**config.mk**
```make
export PLATFORM = sky130hd
export DESIGN_NAME = aes_stream_arbiter_flat
export DESIGN_NICKNAME = d
export VERILOG_FILES = /design/src/rtl/aes_stream_arbiter_pkg.sv /design/src/rtl/aes_stream_arbiter_if.sv /design/src/rtl/aes_tag_fifo.sv /design/src/rtl/aes_stream_arbiter.sv /design/src/flat_wrapper.sv
export SDC_FILE = /design/constraint.sdc
export NUM_CORES = 1
export LEC_CHECK = 0
export BUFFER_PORTS_ARGS = -buffer_cell sky130_fd_sc_hd__buf_2
export CAP_MARGIN = 25
export CORE_UTILIZATION = 24
export DETAILED_ROUTE_END_ITERATION = 8
export MAX_ROUTING_LAYER = met4
export PLACE_DENSITY_LB_ADDON = 0.1
export SETUP_SLACK_MARGIN = 0.15
export SLEW_MARGIN = 15
export SYNTH_ARGS = -nofsm -noshare
export SYNTH_HDL_FRONTEND = slang
export SYNTH_SLANG_ARGS = --single-unit
```
**constraint.sdc**
```tcl
create_clock -name clk -period 2.7 [get_ports clk]
set_clock_uncertainty 0.15 [all_clocks]
set_input_delay 0.405 -clock clk [delete_from_list [all_inputs] [get_ports clk]]
set_output_delay 0.405 -clock clk [all_outputs]
set_load 0.05 [all_outputs]
```
**src/rtl/aes_stream_arbiter_pkg.sv**
```systemverilog
// Shared definitions for the AES stream arbiter: channel limit, FSM states, tag sizing.
// Latency: n/a (types and constant functions only).
// Backpressure: n/a.
package aes_stream_arbiter_pkg;

   // Largest requester count the arbiter is built for.
   localparam int MAX_CH = 8;

   typedef enum logic [0:0] {
      IDLE = 1'b0,
      FWD  = 1'b1
   } arb_state_t;

   // Bits needed to index `value` entries; never less than 1 so a 1-bit tag still exists.
   function automatic int clogb2(input int value);
      int v;
      int r;
      v = value - 1;
      r = 0;
      while (v > 0) begin
         r++;
         v = v >> 1;
      end
      if (r == 0) r = 1;
      return r;
   endfunction

endpackage

```
**src/rtl/aes_stream_arbiter_if.sv**
```systemverilog
// Bundles the request streams, AES controller ports and result streams of the arbiter.
// Latency: n/a (wiring only).
// Backpressure: carried on s_tready / ctrl_in_busy / ctrl_out_tready / m_tready.
interface aes_stream_arbiter_if #(
   parameter int NUM_CH     = 2,
   parameter int DATA_WIDTH = 32
);
   logic [NUM_CH-1:0]            s_tvalid;
   logic [NUM_CH-1:0]            s_tready;
   logic [NUM_CH-1:0]            s_tlast;
   logic [NUM_CH*DATA_WIDTH-1:0] s_tdata;

   logic                         ctrl_wren;
   logic                         ctrl_tlast;
   logic [DATA_WIDTH-1:0]        ctrl_data;
   logic                         ctrl_in_busy;

   logic                         ctrl_out_tvalid;
   logic [DATA_WIDTH-1:0]        ctrl_out_tdata;
   logic                         ctrl_out_tlast;
   logic                         ctrl_out_tready;

   logic [NUM_CH-1:0]            m_tvalid;
   logic [NUM_CH-1:0]            m_tlast;
   logic [NUM_CH-1:0]            m_tready;
   logic [DATA_WIDTH-1:0]        m_tdata;

   // Arbiter view.
   modport master (
      input  s_tvalid, s_tlast, s_tdata, ctrl_in_busy,
      input  ctrl_out_tvalid, ctrl_out_tdata, ctrl_out_tlast, m_tready,
      output s_tready, ctrl_wren, ctrl_tlast, ctrl_data,
      output ctrl_out_tready, m_tvalid, m_tlast, m_tdata
   );

   // Requester / controller / consumer view.
   modport slave (
      output s_tvalid, s_tlast, s_tdata, ctrl_in_busy,
      output ctrl_out_tvalid, ctrl_out_tdata, ctrl_out_tlast, m_tready,
      input  s_tready, ctrl_wren, ctrl_tlast, ctrl_data,
      input  ctrl_out_tready, m_tvalid, m_tlast, m_tdata
   );

endinterface

```
**src/rtl/aes_tag_fifo.sv**
```systemverilog
// In-order FIFO of channel tags for packets handed to the AES controller.
// Latency: push visible at head one cycle later; pop takes effect on the clock edge.
// Backpressure: full/empty flags; push while full and pop while empty are ignored.
module aes_tag_fifo
   import aes_stream_arbiter_pkg::*;
#(
   parameter int WIDTH = 1,
   parameter int DEPTH = 4
) (
   input  logic             clk,
   input  logic             reset,
   input  logic             push,
   input  logic [WIDTH-1:0] push_dat,
   input  logic             pop,
   output logic [WIDTH-1:0] head,
   output logic             full,
   output logic             empty
);
   localparam int AW = clogb2(DEPTH);

   logic [WIDTH-1:0] mem [DEPTH];
   logic [AW-1:0]    wr_ptr;
   logic [AW-1:0]    rd_ptr;
   logic [AW:0]      count;
   logic             do_push;
   logic             do_pop;

   assign do_push = push && !full;
   assign do_pop  = pop && !empty;
   assign full    = (count == (AW+1)'(DEPTH));
   assign empty   = (count == '0);
   assign head    = mem[rd_ptr];

   // Pointer and occupancy bookkeeping; simultaneous push and pop leave count unchanged.
   always_ff @(posedge clk) begin
      if (reset) begin
         wr_ptr <= '0;
         rd_ptr <= '0;
         count  <= '0;
      end else begin
         if (do_push) wr_ptr <= wr_ptr + 1'b1;
         if (do_pop)  rd_ptr <= rd_ptr + 1'b1;
         case ({do_push, do_pop})
            2'b10:   count <= count + 1'b1;
            2'b01:   count <= count - 1'b1;
            default: count <= count;
         endcase
      end
   end

   // Tag storage; contents are don't-care until written.
   always_ff @(posedge clk) begin
      if (do_push) mem[wr_ptr] <= push_dat;
   end

endmodule

```
**src/rtl/aes_stream_arbiter.sv**
```systemverilog
// Round-robin packet arbiter feeding one AES controller and routing its results back by tag.
// Latency: one IDLE arbitration cycle per packet, then zero-latency beat forwarding both ways.
// Backpressure: ctrl_in_busy stalls the granted channel; m_tready of the head tag stalls results.
module aes_stream_arbiter
   import aes_stream_arbiter_pkg::*;
#(
   parameter int NUM_CH     = 2,
   parameter int DATA_WIDTH = 32,
   parameter int TAG_DEPTH  = 4
) (
   input logic                  clk,
   input logic                  reset,
   aes_stream_arbiter_if.master bus
);
   localparam int TW = clogb2(NUM_CH);

   arb_state_t        state, state_nxt;
   logic [TW-1:0]     rr_ptr, rr_ptr_nxt;
   logic [TW-1:0]     grant, grant_nxt;
   logic [TW-1:0]     pick;
   logic              pick_vld;
   logic              tag_push, tag_pop, tag_full, tag_empty;
   logic [TW-1:0]     tag_head;
   logic [NUM_CH-1:0] s_tready_c, m_tvalid_c, m_tlast_c;
   logic              wren_c, tlast_c, out_rdy_c;

   // Channel index base+off wrapped into 0..NUM_CH-1.
   function automatic logic [TW-1:0] wrap_idx(input logic [TW-1:0] base, input int off);
      int s;
      s = int'(base) + off;
      if (s >= NUM_CH) s = s - NUM_CH;
      return TW'(s);
   endfunction

   // First requesting channel at or after rr_ptr; scanning downward lets the nearest win.
   always_comb begin
      pick_vld = 1'b0;
      pick     = '0;
      for (int i = NUM_CH - 1; i >= 0; i--) begin
         if (bus.s_tvalid[wrap_idx(rr_ptr, i)]) begin
            pick_vld = 1'b1;
            pick     = wrap_idx(rr_ptr, i);
         end
      end
   end

   // Arbitration state, grant holder and round-robin pointer.
   always_ff @(posedge clk) begin
      if (reset) begin
         state  <= IDLE;
         grant  <= '0;
         rr_ptr <= '0;
      end else begin
         state  <= state_nxt;
         grant  <= grant_nxt;
         rr_ptr <= rr_ptr_nxt;
      end
   end

   // Grant when a tag slot is free, then forward the holder's beats until its tlast.
   always_comb begin
      state_nxt  = state;
      grant_nxt  = grant;
      rr_ptr_nxt = rr_ptr;
      tag_push   = 1'b0;
      s_tready_c = '0;
      wren_c     = 1'b0;
      tlast_c    = 1'b0;
      case (state)
         IDLE: begin
            if (pick_vld && !tag_full) begin
               grant_nxt = pick;
               tag_push  = 1'b1;
               state_nxt = FWD;
            end
         end
         FWD: begin
            s_tready_c[grant] = !bus.ctrl_in_busy;
            wren_c            = bus.s_tvalid[grant] && !bus.ctrl_in_busy;
            tlast_c           = bus.s_tlast[grant];
            if (wren_c && bus.s_tlast[grant]) begin
               state_nxt  = IDLE;
               rr_ptr_nxt = wrap_idx(grant, 1);
            end
         end
         default: state_nxt = IDLE;
      endcase
   end

   // Results go to the channel whose tag is oldest; nothing is routed without a tag.
   always_comb begin
      m_tvalid_c = '0;
      m_tlast_c  = '0;
      out_rdy_c  = 1'b0;
      if (!tag_empty) begin
         m_tvalid_c[tag_head] = bus.ctrl_out_tvalid;
         m_tlast_c[tag_head]  = bus.ctrl_out_tlast;
         out_rdy_c            = bus.m_tready[tag_head];
      end
   end

   assign tag_pop = !tag_empty && bus.ctrl_out_tvalid && out_rdy_c && bus.ctrl_out_tlast;

   // Reset masks the handshake outputs immediately so nothing leaks while it is held.
   assign bus.s_tready        = reset ? '0   : s_tready_c;
   assign bus.ctrl_wren       = reset ? 1'b0 : wren_c;
   assign bus.ctrl_tlast      = reset ? 1'b0 : tlast_c;
   assign bus.ctrl_data       = bus.s_tdata[int'(grant)*DATA_WIDTH +: DATA_WIDTH];
   assign bus.m_tvalid        = reset ? '0   : m_tvalid_c;
   assign bus.m_tlast         = reset ? '0   : m_tlast_c;
   assign bus.ctrl_out_tready = reset ? 1'b0 : out_rdy_c;
   assign bus.m_tdata         = bus.ctrl_out_tdata;

   aes_tag_fifo #(
      .WIDTH (TW),
      .DEPTH (TAG_DEPTH)
   ) u_tag_fifo (
      .clk      (clk),
      .reset    (reset),
      .push     (tag_push),
      .push_dat (grant_nxt),
      .pop      (tag_pop),
      .head     (tag_head),
      .full     (tag_full),
      .empty    (tag_empty)
   );

endmodule
```
**src/flat_wrapper.sv**
```systemverilog
// flat-port wrapper written by rule: the top's interface ports become plain ports
module aes_stream_arbiter_flat import aes_stream_arbiter_pkg::*;
#(
   parameter int NUM_CH     = 2,
   parameter int DATA_WIDTH = 32,
   parameter int TAG_DEPTH  = 4
)
  (clk, reset, bus_s_tvalid, bus_s_tlast, bus_s_tdata, bus_ctrl_in_busy, bus_ctrl_out_tvalid, bus_ctrl_out_tdata, bus_ctrl_out_tlast, bus_m_tready, bus_s_tready, bus_ctrl_wren, bus_ctrl_tlast, bus_ctrl_data, bus_ctrl_out_tready, bus_m_tvalid, bus_m_tlast, bus_m_tdata);
  aes_stream_arbiter_if #(.NUM_CH(NUM_CH), .DATA_WIDTH(DATA_WIDTH)) bus_i ();
  input logic clk;
  input logic reset;
  input wire logic [$bits(bus_i.s_tvalid)-1:0] bus_s_tvalid;
  input wire logic [$bits(bus_i.s_tlast)-1:0] bus_s_tlast;
  input wire logic [$bits(bus_i.s_tdata)-1:0] bus_s_tdata;
  input wire logic [$bits(bus_i.ctrl_in_busy)-1:0] bus_ctrl_in_busy;
  input wire logic [$bits(bus_i.ctrl_out_tvalid)-1:0] bus_ctrl_out_tvalid;
  input wire logic [$bits(bus_i.ctrl_out_tdata)-1:0] bus_ctrl_out_tdata;
  input wire logic [$bits(bus_i.ctrl_out_tlast)-1:0] bus_ctrl_out_tlast;
  input wire logic [$bits(bus_i.m_tready)-1:0] bus_m_tready;
  output wire logic [$bits(bus_i.s_tready)-1:0] bus_s_tready;
  output wire logic [$bits(bus_i.ctrl_wren)-1:0] bus_ctrl_wren;
  output wire logic [$bits(bus_i.ctrl_tlast)-1:0] bus_ctrl_tlast;
  output wire logic [$bits(bus_i.ctrl_data)-1:0] bus_ctrl_data;
  output wire logic [$bits(bus_i.ctrl_out_tready)-1:0] bus_ctrl_out_tready;
  output wire logic [$bits(bus_i.m_tvalid)-1:0] bus_m_tvalid;
  output wire logic [$bits(bus_i.m_tlast)-1:0] bus_m_tlast;
  output wire logic [$bits(bus_i.m_tdata)-1:0] bus_m_tdata;
  assign bus_i.s_tvalid = bus_s_tvalid;
  assign bus_i.s_tlast = bus_s_tlast;
  assign bus_i.s_tdata = bus_s_tdata;
  assign bus_i.ctrl_in_busy = bus_ctrl_in_busy;
  assign bus_i.ctrl_out_tvalid = bus_ctrl_out_tvalid;
  assign bus_i.ctrl_out_tdata = bus_ctrl_out_tdata;
  assign bus_i.ctrl_out_tlast = bus_ctrl_out_tlast;
  assign bus_i.m_tready = bus_m_tready;
  assign bus_s_tready = bus_i.s_tready;
  assign bus_ctrl_wren = bus_i.ctrl_wren;
  assign bus_ctrl_tlast = bus_i.ctrl_tlast;
  assign bus_ctrl_data = bus_i.ctrl_data;
  assign bus_ctrl_out_tready = bus_i.ctrl_out_tready;
  assign bus_m_tvalid = bus_i.m_tvalid;
  assign bus_m_tlast = bus_i.m_tlast;
  assign bus_m_tdata = bus_i.m_tdata;
  aes_stream_arbiter #(.NUM_CH(NUM_CH), .DATA_WIDTH(DATA_WIDTH), .TAG_DEPTH(TAG_DEPTH)) u_core (.clk(clk), .reset(reset), .bus(bus_i));
endmodule
```
* Yosys cells after proc, flatten, opt, wreduce, memory -nomap -nowiden
Memories as Yosys holds them, arrays and structs flattened. A register that Yosys moved wholly into a read port is not among the register bits. Cells that the tools add are included.
Cells by class: $add $sub $neg 9, bitwise operators 4, magnitude comparators 9, equal/unequal tests 3, reductions and logical operators 16, shift-type cells 1, mux-type cells 44
Operators by type and width (count):
- 64-bit by 7-bit indexed part select with 32-bit output | 1
- 1-bit two-way mux | 32
- 2-bit two-way mux | 8
- 1-bit logical AND | 10
- 1-bit by 2-bit < comparator with 1-bit output (second input constant) | 4
- 2-bit AND | 3
- 3-bit one-hot mux with 2 select lines | 1
- 1-bit by 1-bit adder with 2-bit output (second input constant) | 2
- 2-bit by 1-bit adder with 2-bit output (second input constant) | 2
- 2-bit greater-or-equal comparator (second input constant) | 2
- 3-bit by 1-bit adder with 3-bit output (second input constant) | 1
- 3-bit == test (second input constant) | 1
- 1-bit zero test | 3
- 3-bit zero test | 1
- 1-bit subtractor (second input constant) | 3
- 3-bit by 1-bit subtractor with 3-bit output (second input constant) | 1
- 1-bit demux with 1-bit select | 2
- 2-bit by 1-bit == test with 1-bit output (second input constant) | 1
- 2-bit == test (second input constant) | 1
- 1-bit greater-or-equal comparator (second input constant) | 2
- 1-bit by 2-bit greater-or-equal comparator with 1-bit output (second input constant) | 1
- 1-bit one-hot mux with 2 select lines | 1
- 2-bit AND reduction | 1
- 2-bit nonzero test | 1
- 1-bit NOT | 1
Storage, ports and cells: output and inout bits 73, word-level logic and storage cells 93, memories kept 1, input port bits 107, bits in registers 10, RAM bits 4
Memory list:
- u_core.u_tag_fifo.mem | words 4, bits a word 1, rd ports 1, clocked after Yosys merged registers in 1, wr ports 1, line aes_tag_fifo.sv:21 | logic [WIDTH-1:0] mem [DEPTH];

* Longest topological paths before layout
Gate-level depths: netlist of the first run.
word-level depth 13, depth in mapped cells 9, gate-level depth less buffers 9

* Hierarchy
From an unflattened synthesis of the first run, not the netlist that was laid out.
Unflattened totals: cells, all modules 162, area, all modules 1565.3 µm²
By module, submodules not included:
- aes_stream_arbiter | seq. area each 60.1 µm², area an instance 947.2 µm², instances 1, cells each 103
- aes_tag_fifo | seq. area each 300.3 µm², area an instance 618.1 µm², instances 1, cells each 59

* Worst setup path before layout of the first run
No wires, ideal clock.
path type register to register, start reg with a tool-made name, end reg u_core.u_tag_fifo.count[2], arrival time 2.554 ns, clock period less this slack 2.775 ns, slack -0.075 ns, required time 2.479 ns, buffers on the path 0, setup time 0.071 ns, stages on the path, launching flop included 10, cells stage by stage dfxtp_1 mux4_2 mux2i_2 nor3_2 ha_1 inv_1 fa_1 xor2_1 or3_1 a21oi_1
RTL lines:
- to (signal assigned) | line aes_tag_fifo.sv:44 | 2'b10: count <= count + 1'b1;
- to (signal assigned) | line aes_tag_fifo.sv:45 | 2'b01: count <= count - 1'b1;
- to (signal assigned) | line aes_tag_fifo.sv:46 | default: count <= count;
- to (decl) | line aes_tag_fifo.sv:24 | logic [AW:0] count;

==> flow_summary.toml, run 1 <==
[run_status]
status = "complete, no violations"

[synth]
synth_seq_cells = 16
synth-edff-count = 4
async_reset_ff_share_pct = 0
ys_seq_area_share_pct = 23.98
syn_avg_cell_area_um2 = 9.392
synth_fp_nets = 273
synth_ff_type = "dfxtp_1"
synthCells = 160
yosysUniqueCellTypes = 34
synth_area_um2 = 1503
synth_largest_area_cell = "dfxtp_1"
ys_top_cells_by_area = "dfxtp_1 (16%), buf_4 (16%), mux2_2 (14%), mux2_1 (12%), edfxtp_1 (8.0%)"
yosysMostFrequentCell = "buf_4"
yosys-top-cells-count = "buf_4 (32), mux2_2 (19), mux2_1 (16), nor2_1 (16), dfxtp_1 (12)"
synth_warnings = 0
synth.top_cell.area_share_pct = 15.99

[route]
ant_nets = 0
via_per_inst = 4.288
vias = 1428
drt_wl_total_um = 4577
drt_first_iter_violations = 22
wl_per_cell_um = 13.74
drc = 0
first_pass_iters = 4

[layout]
nFillCells = 637
syn2layout_area_growth_pct = 42.71
drive_gt1_share_pct = 65.50
diodes = 0
final_core_util_pct = 35.80
num-nets-final = 373

[timing]
worst_pin_slew_ns = 0.4989
fmax_mhz = 380.1
post-route-min-period_ns = 2.631
rsz0062_at_grt = "yes"
setup_viol = 0
period_share_pct = 97.45
hold_viol = 0
slew_viol_final = 0
layout_setup_ws_ns = 0.06881
slew_headroom_pct = 66.69

[grt]
grt_pass1_wl_um = 6989
grt_pass1_vias = 1425
grt_antenna_before_repair = 0
grt_usage_pct = 14.34
grt-ovfl-total = 0
grt_max_degree = 13

[floorplanning]
die_area_um2 = 6581
die_h_um = 81.13
start_util_pct = 25.08
core-area_um2 = 5991
io_pins = 180
num_rows = 28
die_w_um = 81.13

[critical_path]
cpPeakStageDelay_ns = 0.53
cp-end-kind = "register"
worst_path_max_delay_cell = "mux4_2"
cp-start-kind = "register"
path_cells = "mux4_2 > mux2i_4 > nor3_4 > ha_2 > inv_2 > fa_2 > xor2_1 > or3_1 > a21oi_2"
timing.setup.critical_path_class = "register to register"
path_buf_inv = 1
arrival_ns = 2.67
crit_family = "multiplexers"
crit_fanout = 2
crit_required_ns = 2.74

[pwr]
power.density_nw_per_um2 = 488.2
power.total_uw = 1047
power.leakage_uw = 0.001057
ir_drop_mv = 0.2593

[worst_hold_path]
hold_class = "input pin to register"

[clock_network]
clk_latency_ns = 0.25
cts_tree = "yes"
numCtsBuffers = 3
h-tree-depth = 1
clk_pin_slew_worst_paths_ns = 0.06
clock-sinks = 16
clockBufferDepth = 2
cts-root-buf = "clkbuf_8"

[place]
pre_cts_slack_ns = -0.009555
place_hpwl_um = 3760
gp_routability_congestion = 0.7472
portBuffers = 115

[run]
maxCapViolations = 0
cell families (layout without fill, tap and decap cells):
logic type	after synthesis	count (layout)	share of synthesized area, %
compound gates	12	12	5.078
xor+xnor	3	3	1.749
fa+ha+maj	6	6	5.495
buf+inv	44	142	19.23
flops	16	16	23.98
mux	40	40	30.64
simple gates	39	39	13.82
tightest hold or removal path, stage by stage:
cell	delay [ns]
buf_2	0.13
nand3_1	0.08
a21oi_1	0.07
per-stage QoR:
step                      std cells  setup TNS [ns]  hold slack, ns  area (µm²)
after floorplan                 160               0          0.3376        1513
after global placement          320               0          0.3565        1972
after detailed placement        320       -0.009555          0.3732        1972
after CTS                       331               0          0.3224        2091
after global routing            333        -0.04091          0.3658        2145
final                           333               0          0.3326        2145
per-layer routing:
layer  track usage (%)  up-vias  part of all wire [%]
li1                  -      711                     -
met1             15.87      628                    42
met2             24.29       62                    48
met3             3.933       27                   7.0
met4             5.714        0                   2.5
met5                 -        -                     0
area by class of cell:
type                       instances  area (µm²)  area share, %
timing repair buffer             132       732.0          34.13
inverter                           7       26.28          1.225
tap                               75       93.84          4.376
clock buffer                       3       41.29          1.925
multi-input combinational        100       889.6          41.48
sequential                        16       361.6          16.86
final timing paths:
kind | slack [ns] | endpoint | depth (start not counted) | start
max reg2reg | 0.07 | u_core.u_tag_fifo.count[2] | 9 | u_core.u_tag_fifo.mem[3]
min reg2reg | 0.39 | u_core.rr_ptr | 2 | u_core.rr_ptr
min | 0.33 | u_core.grant | 3 | bus_s_tvalid[1]
max | 0.07 | u_core.u_tag_fifo.count[2] | 9 | u_core.u_tag_fifo.mem[3]
what timing repair did:
action	in CTS	in global routing
cloned	0	0
hold buffers	0	0
gates resized for setup	5	10
pin swaps	4	2
endpoints found under the setup margin	1	5
setup buffers	8	2
report_power, final:
part | switching, µW | internal [µW]
sequential | 29.6 | 276
combinational | 348 | 213
clock | 80.7 | 99.0
total | 459 | 588
layout by cell type, fill, tap and decap left out, types with 2 or more instances in the layout:
cell type / netlist / layout
ha_1: 5 / 4
inv_1: 7 / 6
a21o_1: 2 / 2
and3_2: 2 / 2
mux2i_1: 3 / 3
mux2_2: 19 / 19
nand3_1: 2 / 2
dfxtp_1: 12 / 11
nand2_1: 4 / 4
nor2b_1: 2 / 2
a21oi_1: 7 / 6
buf_2: 3 / 114
edfxtp_1: 4 / 4
mux2_4: 0 / 2
and2_1: 4 / 4
nor3_2: 2 / 2
buf_4: 32 / 10
nor2_1: 16 / 16
clkbuf_8: 0 / 3
mux2_1: 16 / 14
xor2_1: 2 / 2
buf_6: 0 / 7
No activity file was read; power rests on OpenSTA's default activity.
==> run 2: changes to the inputs <==
--- a/config.mk
+++ b/config.mk
@@ -15,4 +15,5 @@
 export SLEW_MARGIN = 15
 export SYNTH_ARGS = -nofsm -noshare
 export SYNTH_HDL_FRONTEND = slang
+export SYNTH_HIERARCHICAL = 1
 export SYNTH_SLANG_ARGS = --single-unit
==> run 2 against run 1 <==
The flow now finishes with violations (negative setup slack). Largest cell class unchanged. Sequential power is 4% lower. Sequential cell count did not move. Worst hold slack lost 0.0027 ns. Synthesized cell count up 1.3%. Largest power group unchanged. Combinational power is 2% lower. Setup slack worse by 0.33 ns.
==> flow_summary.toml, run 2 <==
[run_status]
status = "finished, violations left"
violations = "negative setup slack"

[clock_network]
clockBufferDepth = 2
postCtsSetupBuffers = 0
h-tree-depth = 1
clock-sinks = 16
ctsHoldBuffers = 0
clk_latency_ns = 0.25
numCtsBuffers = 3
clk_pin_slew_worst_paths_ns = 0.06
cts_tree = "yes"
cts-root-buf = "clkbuf_8"

[timing]
fmax_mhz = 337.2
worst_pin_slew_ns = 0.3805
hold_viol = 0
setup_viol = 2
slew_headroom_pct = 74.63
post-route-min-period_ns = 2.965
layout_setup_ws_ns = -0.2654
slew_viol_final = 0
period_share_pct = 109.8
fin_hold_ws_ns = 0.3299
rsz0062_at_grt = "yes"

[layout]
multi_input_area_um2 = 919.6
final_common_cell = "buf_2"
layoutNonFillerInstCount = 332
nFillCells = 661
syn2layout_area_growth_pct = 36.93
diodes = 0
register_area_um2 = 362.8
final_core_util_pct = 33.95
num-nets-final = 369
mostFrequentLayoutCells = "buf_2 (115), mux2_2 (22), nor2_1 (11)"
drive_gt1_share_pct = 68.63

[floorplanning]
num_rows = 29
start_util_pct = 24.79
io_pins = 180
core-area_um2 = 6314
die_h_um = 82.76
die_area_um2 = 6849
die_w_um = 82.76

[synth]
synth_seq_cells = 16
synth_ff_type = "dfxtp_1"
async_reset_ff_share_pct = 0
synth-edff-count = 4
synth_largest_area_cell = "buf_4"
synth_area_um2 = 1565
ys_top_cells_by_area = "buf_4 (16%), mux2_2 (16%), dfxtp_1 (15%), mux2_4 (9.6%), edfxtp_1 (7.7%)"
synth.top_cell.area_share_pct = 15.83
synthCells = 162
synth_warnings = 6
syn_avg_cell_area_um2 = 9.662
synth_fp_nets = 275
yosysUniqueCellTypes = 37
yosysMostFrequentCell = "buf_4"
yosys-top-cells-count = "buf_4 (33), mux2_2 (22), dfxtp_1 (12)"
ys_seq_area_share_pct = 23.02

[grt]
grt_pass1_wl_um = 5809
grt_pass1_vias = 1235
grt_usage_pct = 11.66
grt-ovfl-total = 0
grt_antenna_before_repair = 0
grt_max_degree = 41

[route]
drt_first_iter_violations = 27
drc = 0
first_pass_iters = 4
via_per_inst = 4.434
drt_wl_total_um = 4346
vias = 1472
wl_per_cell_um = 13.09
ant_nets = 0

[place]
place_hpwl_um = 3634
gp_routability_congestion = 0.7006
portBuffers = 115
dp_cells = 328
pre_cts_slack_ns = -0.3234

[pwr]
ir_drop_mv = 0.1639
power.density_nw_per_um2 = 479.8
power.leakage_uw = 0.001033
power.total_uw = 1028

[critical_path]
crit_required_ns = 2.73
cp-start-kind = "register"
timing.setup.critical_path_class = "register to register"
cp-end-kind = "register"
arrival_ns = 3.00
crit_fanout = 2

[worst_hold_path]
hold_class = "register to register"

[run]
maxCapViolations = 0
## run 2: changes by cell type in the layout (fill, tap and decap cells not counted), moves of 5 or more
| cell | before | now |
|---|---|---|
| buf_6 | 7 | 1 |
| mux2_1 | 14 | 0 |
| mux2_4 | 2 | 10 |
| nor2_1 | 16 | 11 |
## run 2: routing by layer
layer  up-vias  GRT usage, %  share of wire [%]
met5         -             -                  0
met2        76         21.48                 51
li1        716             -                  -
met1       664         11.19                 37
met3        16         3.516                 11
met4         0         5.000                1.7
## run 2: path summary, 6_finish.rpt
check                                               from                         end  slack [ns]  depth (start not counted)
worst min register to register             u_core/rr_ptr               u_core/rr_ptr        0.33                          2
worst max register to register  u_core/u_tag_fifo/mem[2]  u_core/u_tag_fifo/count[2]       -0.27                         11
worst min-delay path                       u_core/rr_ptr               u_core/rr_ptr        0.33                          2
worst max-delay path            u_core/u_tag_fifo/mem[2]  u_core/u_tag_fifo/count[2]       -0.27                         11
## run 2: repair_timing
action                                 in CTS  in global routing
gates resized for setup                     1                  4
endpoints found under the hold margin       0                  0
pin swaps                                   1                  0
setup endpoints to repair                   3                  3
## run 2: cell type report
class	count	share of cell area, %
tap	77	4.495
clock inverter	1	0.1751
multi-input combinational	98	42.91
timing repair buffer	127	31.82
sequential	16	16.93
inverter	10	1.751
clock buffer	3	1.926
## run 2: where the power goes
group / internal, µW / leakage [µW] / total (µW) / switching [µW]
Sequential: 270 / 0.000136 / 293 / 22.5
Combinational: 213 / 0.000873 / 552 / 339
Clock: 101 / 0.0000231 / 184 / 82.8
Total: 584 / 0.00103 / 1030 / 444
## run 2: kinds of logic (layout without fill, tap and decap cells)
kind of cell,Yosys count,in the layout,share of synthesized area [%]
flops,16,16,23.02
simple gates,37,37,14.79
fa+ha+maj,6,6,5.276
xor+xnor,3,3,1.679
mux,36,36,28.78
compound gates,16,16,5.996
buf+inv,48,141,20.46
## run 2: critical path: stages, from the launching register on
cell and delay, ns:
edfxtp_1 0.36, mux4_2 0.50, mux2i_2 0.18, nor4bb_2 0.37, o31ai_2 0.13, inv_1 0.11, ha_4 0.14, inv_2 0.03
fa_2 0.34, xor2_1 0.15, or3_1 0.31, a21oi_1 0.12
## run 2: through the flow
| stage | setup TNS, ns | area, µm² |
|---|---|---|
| finish | -0.3626 | 2143 |
| global route | -0.7408 | 2143 |
| CTS | -0.3727 | 2121 |
| detailed placement | -0.4864 | 2069 |
| global placement | -0.4245 | 2069 |
| floorplan | -1.037 | 1577 |
